`src/rtl/reg_file_param.sv`:
```
// Parameterized register file: two combinational read ports, one write port,
// optional write-to-read bypass and a per-register pending (reservation)
// scoreboard with a registered population count.
module reg_file_param #(
  parameter int DATA_W     = 32,
  parameter int ADDR_W     = 3,
  parameter bit ZERO_REG   = 1'b0,
  parameter bit BYPASS     = 1'b1,
  parameter bit INIT_INDEX = 1'b1
) (
  input  logic              clk,
  input  logic              rst,
  input  logic [ADDR_W-1:0] rd_addr_a,
  input  logic [ADDR_W-1:0] rd_addr_b,
  output logic [DATA_W-1:0] rd_data_a,
  output logic [DATA_W-1:0] rd_data_b,
  input  logic              wr_en,
  input  logic [ADDR_W-1:0] wr_addr,
  input  logic [DATA_W-1:0] wr_data,
  input  logic              rsv_en,
  input  logic [ADDR_W-1:0] rsv_addr,
  output logic              pend_a,
  output logic              pend_b,
  output logic [ADDR_W:0]   pend_cnt
);

  localparam int NREG = 1 << ADDR_W;

  logic [NREG-1:0][DATA_W-1:0] regs;
  logic [NREG-1:0]             pend;
  logic [NREG-1:0]             pend_nxt;
  logic [ADDR_W:0]             cnt_nxt;
  logic                        wr_ok;
  logic                        rsv_ok;
  logic                        hit_a;
  logic                        hit_b;

  // Reset image of register i; register 0 stays zero when hardwired.
  function automatic logic [DATA_W-1:0] rst_val(input int i);
    if (ZERO_REG && i == 0) return '0;
    return INIT_INDEX ? DATA_W'(i) : '0;
  endfunction

  // Hardwired register 0 swallows both writes and reservations.
  assign wr_ok  = wr_en  && !(ZERO_REG && wr_addr  == '0);
  assign rsv_ok = rsv_en && !(ZERO_REG && rsv_addr == '0);

  // Same-cycle forwarding hits (raw wr_en; address 0 is masked on the data path).
  assign hit_a = BYPASS && wr_en && (wr_addr == rd_addr_a);
  assign hit_b = BYPASS && wr_en && (wr_addr == rd_addr_b);

  // Register storage: reset image, otherwise edge-triggered writeback.
  always_ff @(posedge clk) begin
    if (rst) begin
      for (int i = 0; i < NREG; i++) regs[i] <= rst_val(i);
    end else if (wr_ok) begin
      regs[wr_addr] <= wr_data;
    end
  end

  // Next pending vector: writeback clears, reservation sets, set wins on a tie.
  always_comb begin
    pend_nxt = pend;
    if (wr_ok)  pend_nxt[wr_addr]  = 1'b0;
    if (rsv_ok) pend_nxt[rsv_addr] = 1'b1;
    cnt_nxt = '0;
    for (int i = 0; i < NREG; i++) cnt_nxt = cnt_nxt + (ADDR_W+1)'(pend_nxt[i]);
  end

  // Pending bits and their count update together; reset aborts all reservations.
  always_ff @(posedge clk) begin
    if (rst) begin
      pend     <= '0;
      pend_cnt <= '0;
    end else begin
      pend     <= pend_nxt;
      pend_cnt <= cnt_nxt;
    end
  end

  // Read port A: zero register first, then bypass, then stored value.
  always_comb begin
    rd_data_a = regs[rd_addr_a];
    if (hit_a) rd_data_a = wr_data;
    if (ZERO_REG && rd_addr_a == '0) rd_data_a = '0;
    pend_a = pend[rd_addr_a] && !hit_a;
  end

  // Read port B: same structure as port A, fully independent.
  always_comb begin
    rd_data_b = regs[rd_addr_b];
    if (hit_b) rd_data_b = wr_data;
    if (ZERO_REG && rd_addr_b == '0) rd_data_b = '0;
    pend_b = pend[rd_addr_b] && !hit_b;
  end

endmodule

```
`config.mk`:
```
export PLATFORM = sky130hd
export DESIGN_NAME = reg_file_param
export DESIGN_NICKNAME = d
export VERILOG_FILES = /design/src/rtl/reg_file_param.sv
export SDC_FILE = /design/constraint.sdc
export NUM_CORES = 1
export LEC_CHECK = 0
export CORE_MARGIN = 1.5
export CORE_UTILIZATION = 60
export CTS_CLUSTER_DIAMETER = 30
export DETAILED_ROUTE_END_ITERATION = 8
export MAX_ROUTING_LAYER = met4
export PLACE_DENSITY = 0.91
export SLEW_MARGIN = 20
export SYNTH_ARGS = -nofsm -noshare
export SYNTH_HDL_FRONTEND = slang
export SYNTH_SLANG_ARGS = --single-unit
```
`constraint.sdc`:
```
create_clock -name clk -period 8.3 [get_ports clk]
set_input_delay 1.66 -clock clk [delete_from_list [all_inputs] [get_ports clk]]
set_output_delay 1.66 -clock clk [all_outputs]
set_load 0.01 [all_outputs]
```
; ---- Yosys cells after proc, flatten, opt, wreduce, memory -nomap -nowiden
; Index checks and enable logic that the tools add are counted.
[word_totals]
register_bits = 268
inputBits = 48
ramBits = 0
romBits = 0
word_cells = 55
output_inout_bits = 70
n_memories = 0
latch_bits = 0
[op_classes]
div_mod_pow = 0
eq_ne = 2
reduce_logical = 8
magnitude_cmp = 6
shift = 0
addsub = 7
n_mux = 19
bitwise_logic = 3
mul = 0
[ops]
columns = operator, n
row1 = 256-bit bitwise mux, 1
row2 = 32-bit binary-select mux with 3-bit select, 2
row3 = 32-bit two-way mux, 5
row4 = 32-bit demux with 3-bit select, 1
row5 = 4-bit by 1-bit adder with 4-bit output, 4
row6 = "3-bit by 4-bit less-than comparator with 1-bit output, second input constant", 4
row7 = 8-bit two-way mux, 2
row8 = 8-bit bitwise AND, 1
row9 = 8-bit NOT, 1
row10 = 8-bit bitwise OR, 1
row11 = 1-bit binary-select mux with 3-bit select, 2
row12 = 1-bit demux with 3-bit select, 2
row13 = 3-bit equality test, 2
row14 = "3-bit by 1-bit greater-or-equal comparator with 1-bit output, second input constant", 2
row15 = 1-bit logical AND, 6
row16 = 3-bit by 1-bit adder with 4-bit output, 1
row17 = 1-bit two-way mux, 4
row18 = 2-bit by 1-bit adder with 3-bit output, 1
row19 = 1-bit by 1-bit adder with 2-bit output, 1
row20 = 1-bit logical NOT, 2

; ---- Depth between registers and ports, before layout
; Gate-level depths: netlist of run 1.
[logic_depth]
word_depth = 16
depth_mapped = 14
ltp_nobuf = 12

; ---- Worst setup path after synthesis of run 1
; Ideal clock, no wire load.
[synth_timing]
path_type = input to register
startpoint = input wr_addr[0]
endpoint = register pend_cnt[2]
stages = 14
arrival_time_ns = 4.999
setup_time_ns = 0.128
path_slack_ns = 3.173
required_ns = 8.172
path_buffers = 2
path_cell_list = buf_2 > or4b_1 > clkbuf_1 > a22o_1 > fa_1 > inv_1 > fa_1 > fa_1 > inv_1 > ha_1 > inv_1 > fa_1 > xor2_1 > nor2_1
[synth_between]
elab_chain_cells = 16
elab_cells_between_ends = 17
classes_between = add/sub: 7 / order compare: 2 / mux: 4 / bitwise: 3 / reduce/logical: 1
[synth_rtl]
columns = element, line_no
row1 = from (decl), 18  ; input logic [ADDR_W-1:0] wr_addr,
row2 = 3-bit by 4-bit less-than comparator with 1-bit output (not written as such) or 3-bit by 1-bit greater-or-equal comparator with 1-bit output (tied branches), 64  ; if (wr_ok) pend_nxt[wr_addr] = 1'b0;
row3 = 1-bit logical AND (not written as such), 64
row4 = 1-bit two-way mux (not written as such), 64
row5 = 1-bit demux with 3-bit select (*), 64
row6 = 8-bit NOT (no line) (*), --
row7 = 8-bit bitwise AND (no line) (*), --
row8 = 8-bit two-way mux (*), 64
row9 = 8-bit bitwise OR (no line), --
row10 = 8-bit two-way mux (*), 65  ; if (rsv_ok) pend_nxt[rsv_addr] = 1'b1;
row11 = net pend_nxt[0], 31  ; logic [NREG-1:0] pend_nxt;
row12 = 1-bit by 1-bit adder with 2-bit output (*), 67  ; for (int i = 0; i < NREG; i++) cnt_nxt = cnt_nxt + (ADDR_W+1)'(pend_nxt[i]);
row13 = 2-bit by 1-bit adder with 3-bit output (*), 67
row14 = 3-bit by 1-bit adder with 4-bit output (*), 67
row15 = 4-bit by 1-bit adder with 4-bit output (*) (4 in series), 67
row16 = to (signal assigned), 77  ; pend_cnt <= cnt_nxt;
row17 = to (decl), 24  ; output logic [ADDR_W:0] pend_cnt
; The timed path passes the listed nets; every way through them passes the cells marked *.
; A chain may end at the register's enable or synchronous reset.

; ---- Worst setup path after layout of run 1
[layout_timing]
startpoint = input wr_addr[1]
endpoint = output rd_data_b[16]
[layout_between]
elab_chain_cells = 3
[layout_rtl]
columns = element, line_no
row1 = 3-bit equality test, 50  ; assign hit_b = BYPASS && wr_en && (wr_addr == rd_addr_b);
row2 = 1-bit logical AND, 50
row3 = 32-bit two-way mux, 92  ; if (hit_b) rd_data_b = wr_data;
row4 = to (decl), 16  ; output logic [DATA_W-1:0] rd_data_b,
; No other way between the ends.

==> results of run 1 <==
## flip-flops by register name, summed over array words and instances (netlist names)
| name | cells |
|---|---|
| regs | 256 |
| pend | 8 |
| pend_cnt | 4 |
## final cells by class
| type | instances | area, um2 | share of cell area, % |
|---|---|---|---|
| Clock buffer | 52 | 1150 | 6.653 |
| Clock inverter | 25 | 306.5 | 1.774 |
| Inverter | 6 | 22.52 | 0.1303 |
| Multi-Input combinational cell | 1090 | 8651 | 50.05 |
| Sequential cell | 268 | 5365 | 31.04 |
| Tap cell | 324 | 405.4 | 2.346 |
| Timing Repair Buffer | 145 | 1383 | 8.000 |
## worst max-delay path by stage
stage | startpoint | to | slack (ps) | cells past startpoint
6_report | wr_addr[1] | rd_data_b[16] | 1570 | 6
3_3_place_gp | wr_addr[1] | rd_data_b[25] | 1660 | 6
2_1_floorplan | wr_addr[0] | pend_cnt[2] | 3170 | 14
4_1_cts | wr_addr[1] | rd_data_b[16] | 1590 | 6
5_1_grt | wr_addr[0] | rd_data_b[16] | 1450 | 6
3_5_place_dp | wr_addr[1] | rd_data_b[16] | 1600 | 6
## cell families after synthesis
group	share of synthesized area [%]
compound gates	8.719
mux	32.51
xor+xnor	0.4132
fa+ha+maj	0.7927
simple gates	15.43
buf+inv	5.979
flops	36.16
## synthesized netlist by cell type
master / number
nand3b_1: 12
xor2_1: 1
nor3b_1: 1
and4_1: 2
mux2_2: 96
mux4_2: 63
mux2_4: 34
a21oi_1: 246
nand4bb_1: 3
a32oi_1: 3
nor2b_1: 8
buf_1: 1
and2_1: 2
dfxtp_1: 268
a32o_1: 1
a22o_1: 3
buf_6: 19
inv_1: 6
nor4bb_1: 3
nand4b_1: 3
xnor2_1: 6
and4b_1: 3
clkbuf_1: 101
fa_1: 4
nor2_1: 7
mux4_1: 69
nor4b_2: 1
nand2_1: 512
ha_1: 3
nand4_1: 3
buf_2: 49
or4b_1: 1
buf_4: 3
## metal layers
layer	vias up	track usage, %	share of wire, %	wire (um)
met2	1076	57.55	48	21440
met4	0	24.72	6.8	3072
met5	-	-	0	0
li1	5462	-	-	-
met3	329	7.117	12	5181
met1	6123	40.40	34	15210
## power by group
group	internal, uW	switching (uW)
clock network	1150	652
logic	175	205
registers	1320	22.1
total	2650	880
## through the flow
step           std cells  power [uW]
2_1_floorplan       1537        1610
3_3_place_gp        1832        1719
3_5_place_dp        1832        1730
4_1_cts             1909        3515
5_1_grt             1910        3618
6_report            1910        3526
## worst reg2reg max path, delay by kind of cell, from the launching register on
kind	cells	cell delay, ps
xor+xnor	1	140
simple gates	1	60
buf+inv	3	210
fa+ha+maj	5	2060
flops	1	340
compound gates	1	250
==> results.cfg, run 1 <==
[clocking]
clk_latency_ps = 530
numCtsBuffers = 42
clockBufferDepth = 3
hold_buffers = 0
clk_pin_slew_ps = 50
root_buffer = clkbuf_16
clock-sinks = 268
cts_resized = 0
htreeDepth = 2
cts_tree = done
postCtsSetupBuffers = 0

[power]
p_leak_uw = 0.006521
p_per_area_nw_per_um2 = 204.0
max-vdd-ir-drop_uv = 138.5

[sta]
setup_tns_ps = 0
whs_ps = 464.4
max_slew_margin_pct = 22.31
finalCriticalPeriod_ps = 6732
setup_viol = 0
timing.final.crit_share_pct = 81.11
hold_viol = 0
slew_violations = 0
grt_setup_unrepaired = false
fmax_ghz = 0.1485
fin_skew_ps = 1.815
worst_slack_ps = 1568
tightest_slew_ps = 1165

[cells_and_area]
diodes = 0
fillers = 1482
final_common_cell = nand2_1
drive_gt1_share_pct = 19.36
final_net_count = 1608
final_util_pct = 71.07
fin_area_um2 = 17280
area_growth_pct = 16.48
final_cell_mix = nand2_1, dfxtp_1, a21oi_1, clkdlybuf4s50_1, mux2_2

[floorplanning]
start_util_pct = 61.01
core_um2 = 24320
ios = 118
die_w_um = 160.3
fp.dieArea_um2 = 25680
rows = 57
die_h_um = 160.3

[placed_design]
io_buffer_count = 117
gp_congestion = 0.8525
place_worst_setup_slack_ps = 1599
dp_hpwl_mm = 23.15
placed_cell_area_um2 = 15800

[setup_path]
cp_slowest_cell = clkdlybuf4s50_1
worst-setup-path-type = in2out
rr_worst_depth = 11
path_cells = clkdlybuf4s50_1 -> xnor2_1 -> nand4_1 -> buf_4 -> mux2_4 -> clkdlybuf4s50_1
critPathMostFrequentCell = clkdlybuf4s50_1
endpoint_kind = primary output
rr_startpoint = pend[0]
cp_slowest_stage_delay_ps = 990
worst_setup_path_start_kind = input port
cp_top_family = buffers and inverters
path_buf_inv = 3
r2r-end = pend_cnt[2]
cp.arrival_ps = 5070
cp_max_fo = 23
cp.required_ps = 6640
ff2ff_setup_slack_ps = 5080

[worst_hold_path]
hold_class = reg2reg
hold-path-endpoint = regs[241]
holdCritStartpoint = regs[241]
min_delay_path_depth = 2

[yosys]
synth.distinct_cells = 33
synth_top_cell_by_area = dfxtp_1
synth_area_leaders = dfxtp_1, nand2_1, mux4_1, mux4_2, a21oi_1
syn_inst = 1537
seq_area_frac_synth_pct = 36.16
synth_area_um2 = 14840
synth_top_area_share_pct = 36.16
avgSynthCellArea_um2 = 9.654
syn_nets = 1592
synth-seq-cells = 268
yosysWarnings = 0

[detailed_routing]
antenna_left = 0
totalWireLength_mm = 44.90
drt_iter0_markers = 1817
via_count = 12990
drc_errors = 0
vias_per_cell = 6.801
avgRoutedWirePerCell_um = 23.51
drt_pass1_iterations = 6

[grt]
track_usage_pct = 35.83
grt_pass1_wl_mm = 70.03
grt_pass1_vias = 13310
antenna_found_initial = 0
grt_max_degree = 158
overflow = 0

[status]
outcome = complete, no violations

[flow_run]
cap_violations = 0
Power figures use the tool's default switching activity.
==> run 2: changes to the inputs <==
Settings changed: CORE_UTILIZATION 60 to 53, PLACE_DENSITY 0.91 to 0.86.
Clock period 8.3 ns to 5.8 ns, I/O delays scaled along.
==> run 2 against run 1 <==
  * Utilization down 6.5 points
  * Global-route usage down 3.8 points
  * Critical path type unchanged
  * Clock skew up 30 ps
  * Sequential power up 43%
==> results.cfg, run 2 (same netlist as run 1, synthesis figures left out) <==
[detailed_routing]
drt_pass1_iterations = 6
via_count = 12790
totalWireLength_mm = 45.19
drt_iter0_markers = 1611
antenna_left = 0
drc_errors = 0
vias_per_cell = 6.410
avgRoutedWirePerCell_um = 22.64

[cells_and_area]
top_regs = regs: 256 flops, pend: 8 flops, pend_cnt: 4 flops
stdcell_count = 1996
final_common_cell = nand2_1
final_net_count = 1631
final_cell_mix = nand2_1, dfxtp_1, a21oi_1, clkdlybuf4s50_1, mux2_2
diodes = 0
largest_reg_flops = 256
area_growth_pct = 20.54
drive_gt1_share_pct = 20.95
fillers = 1956
final_util_pct = 64.56
top_register = regs

[floorplanning]
die_w_um = 170.3
ios = 118
rows = 61
start_util_pct = 53.56
core_um2 = 27710
die_h_um = 170.3
fp.dieArea_um2 = 29010

[sta]
finalCriticalPeriod_ps = 4697
max_slew_margin_pct = 30.42
fin_skew_ps = 32.08
setup_viol = 0
timing.final.crit_share_pct = 80.98
hold_viol = 0
setup_tns_ps = 0
slew_violations = 0
fmax_ghz = 0.2129
tightest_slew_ps = 1043
grt_setup_unrepaired = false

[setup_path]
cp.required_ps = 4640
cp_slowest_stage_delay_ps = 610
r2r-end = pend_cnt[2]
rr_worst_depth = 11
worst_setup_path_start_kind = input port
cp.arrival_ps = 3540
cp_max_fo = 33
path_cells = buf_4 -> buf_12 -> mux4_1 -> mux2_2 -> mux2_4 -> clkdlybuf4s50_1
worst-setup-path-type = in2out
ff2ff_setup_slack_ps = 2560
cp.depth = 6
cp_slowest_cell = mux4_1
cp_top_family = buffers and inverters
rr_startpoint = pend[0]
endpoint_kind = primary output
path_buf_inv = 3

[worst_hold_path]
min_delay_path_depth = 2
hold_class = reg2reg
holdCritStartpoint = regs[164]
hold-path-endpoint = regs[164]

[power]
max-vdd-ir-drop_uv = 345.5
finalPower_uw = 5603
p_sw_uw = 1362
p_seq_share_pct = 34.3
p_int_uw = 4240
p_leak_uw = 0.006792
p_sw_share_pct = 24.32
pwr-share-comb_pct = 10.0
clkPwrFrac_pct = 55.7
p_per_area_nw_per_um2 = 313.3

[clocking]
clockBufferDepth = 3
root_buffer = clkbuf_16
clk_latency_ps = 570
cts_tree = done
numCtsBuffers = 51
clock-sinks = 268
hold_buffers = 0
htreeDepth = 2
postCtsSetupBuffers = 0
clk_pin_slew_ps = 40
cts_resized = 0

[grt]
grt_pass1_vias = 13050
grt_max_degree = 149
antenna_found_initial = 0
grt_pass1_wl_mm = 69.28
overflow = 0
track_usage_pct = 31.98

[placed_design]
dp_hpwl_mm = 25.46
io_buffer_count = 117
gp_congestion = 0.8946
place_inst = 1900

[flow_run]
cap_violations = 0

[status]
outcome = complete, no violations
-- run 2: layer usage --
metal	GRT usage [%]	up-vias	part of all wire, %
met1	35.69	6092	35
li1	-	5502	-
met3	6.372	255	9.9
met2	51.85	945	48
met5	-	-	0
met4	22.01	0	6.5
-- run 2: area by class of cell --
type | count | area (um2) | share of cell area (%)
Multi-Input combinational cell | 1090 | 8655 | 48.39
Sequential cell | 268 | 5365 | 30.00
Timing Repair Buffer | 159 | 1534 | 8.576
Clock buffer | 64 | 1416 | 7.919
Tap cell | 378 | 473.0 | 2.644
Clock inverter | 31 | 420.4 | 2.350
Inverter | 6 | 22.52 | 0.1259
-- run 2: metrics by stage --
stage | cell area (um2) | setup WS (ps) | hold slack (ps)
after global placement | 16040 | 766.9 | 446.0
after floorplan | 14840 | 1173 | 439.7
after global routing | 17890 | 1050 | 483.8
final | 17890 | 1103 | 461.6
after detailed placement | 16040 | 716.8 | 453.5
after CTS | 17870 | 1125 | 460.4
-- run 2: power groups by stage --
stage	sequential [uW]	combinational [uW]	clock [uW]
floorplan	1940	359	0
global placement	1950	530	0
detailed placement	1960	541	0
CTS	1920	549	3120
global route	1920	586	3230
finish	1920	558	3120
-- run 2: worst max path at each step --
stage | endpoint | slack (ps) | start
after floorplan | pend_cnt[2] | 1170 | wr_addr[0]
after global placement | pend_cnt[2] | 770 | wr_addr[0]
after detailed placement | pend_cnt[2] | 720 | wr_addr[0]
after CTS | rd_data_b[15] | 1130 | rd_addr_b[0]
after global routing | rd_data_b[16] | 1050 | rd_addr_b[0]
final | rd_data_b[24] | 1100 | rd_addr_b[0]
-- run 2: worst reg2reg max path: cells and delay by family (launching register included) --
family	cells	cell delay, ps
AO/OA/AOI/OAI	1	240
buffers and inverters	3	220
AND/OR/NAND/NOR	1	60
XOR/XNOR	1	160
adder cells (fa/ha/maj)	5	2110
flip-flops	1	330
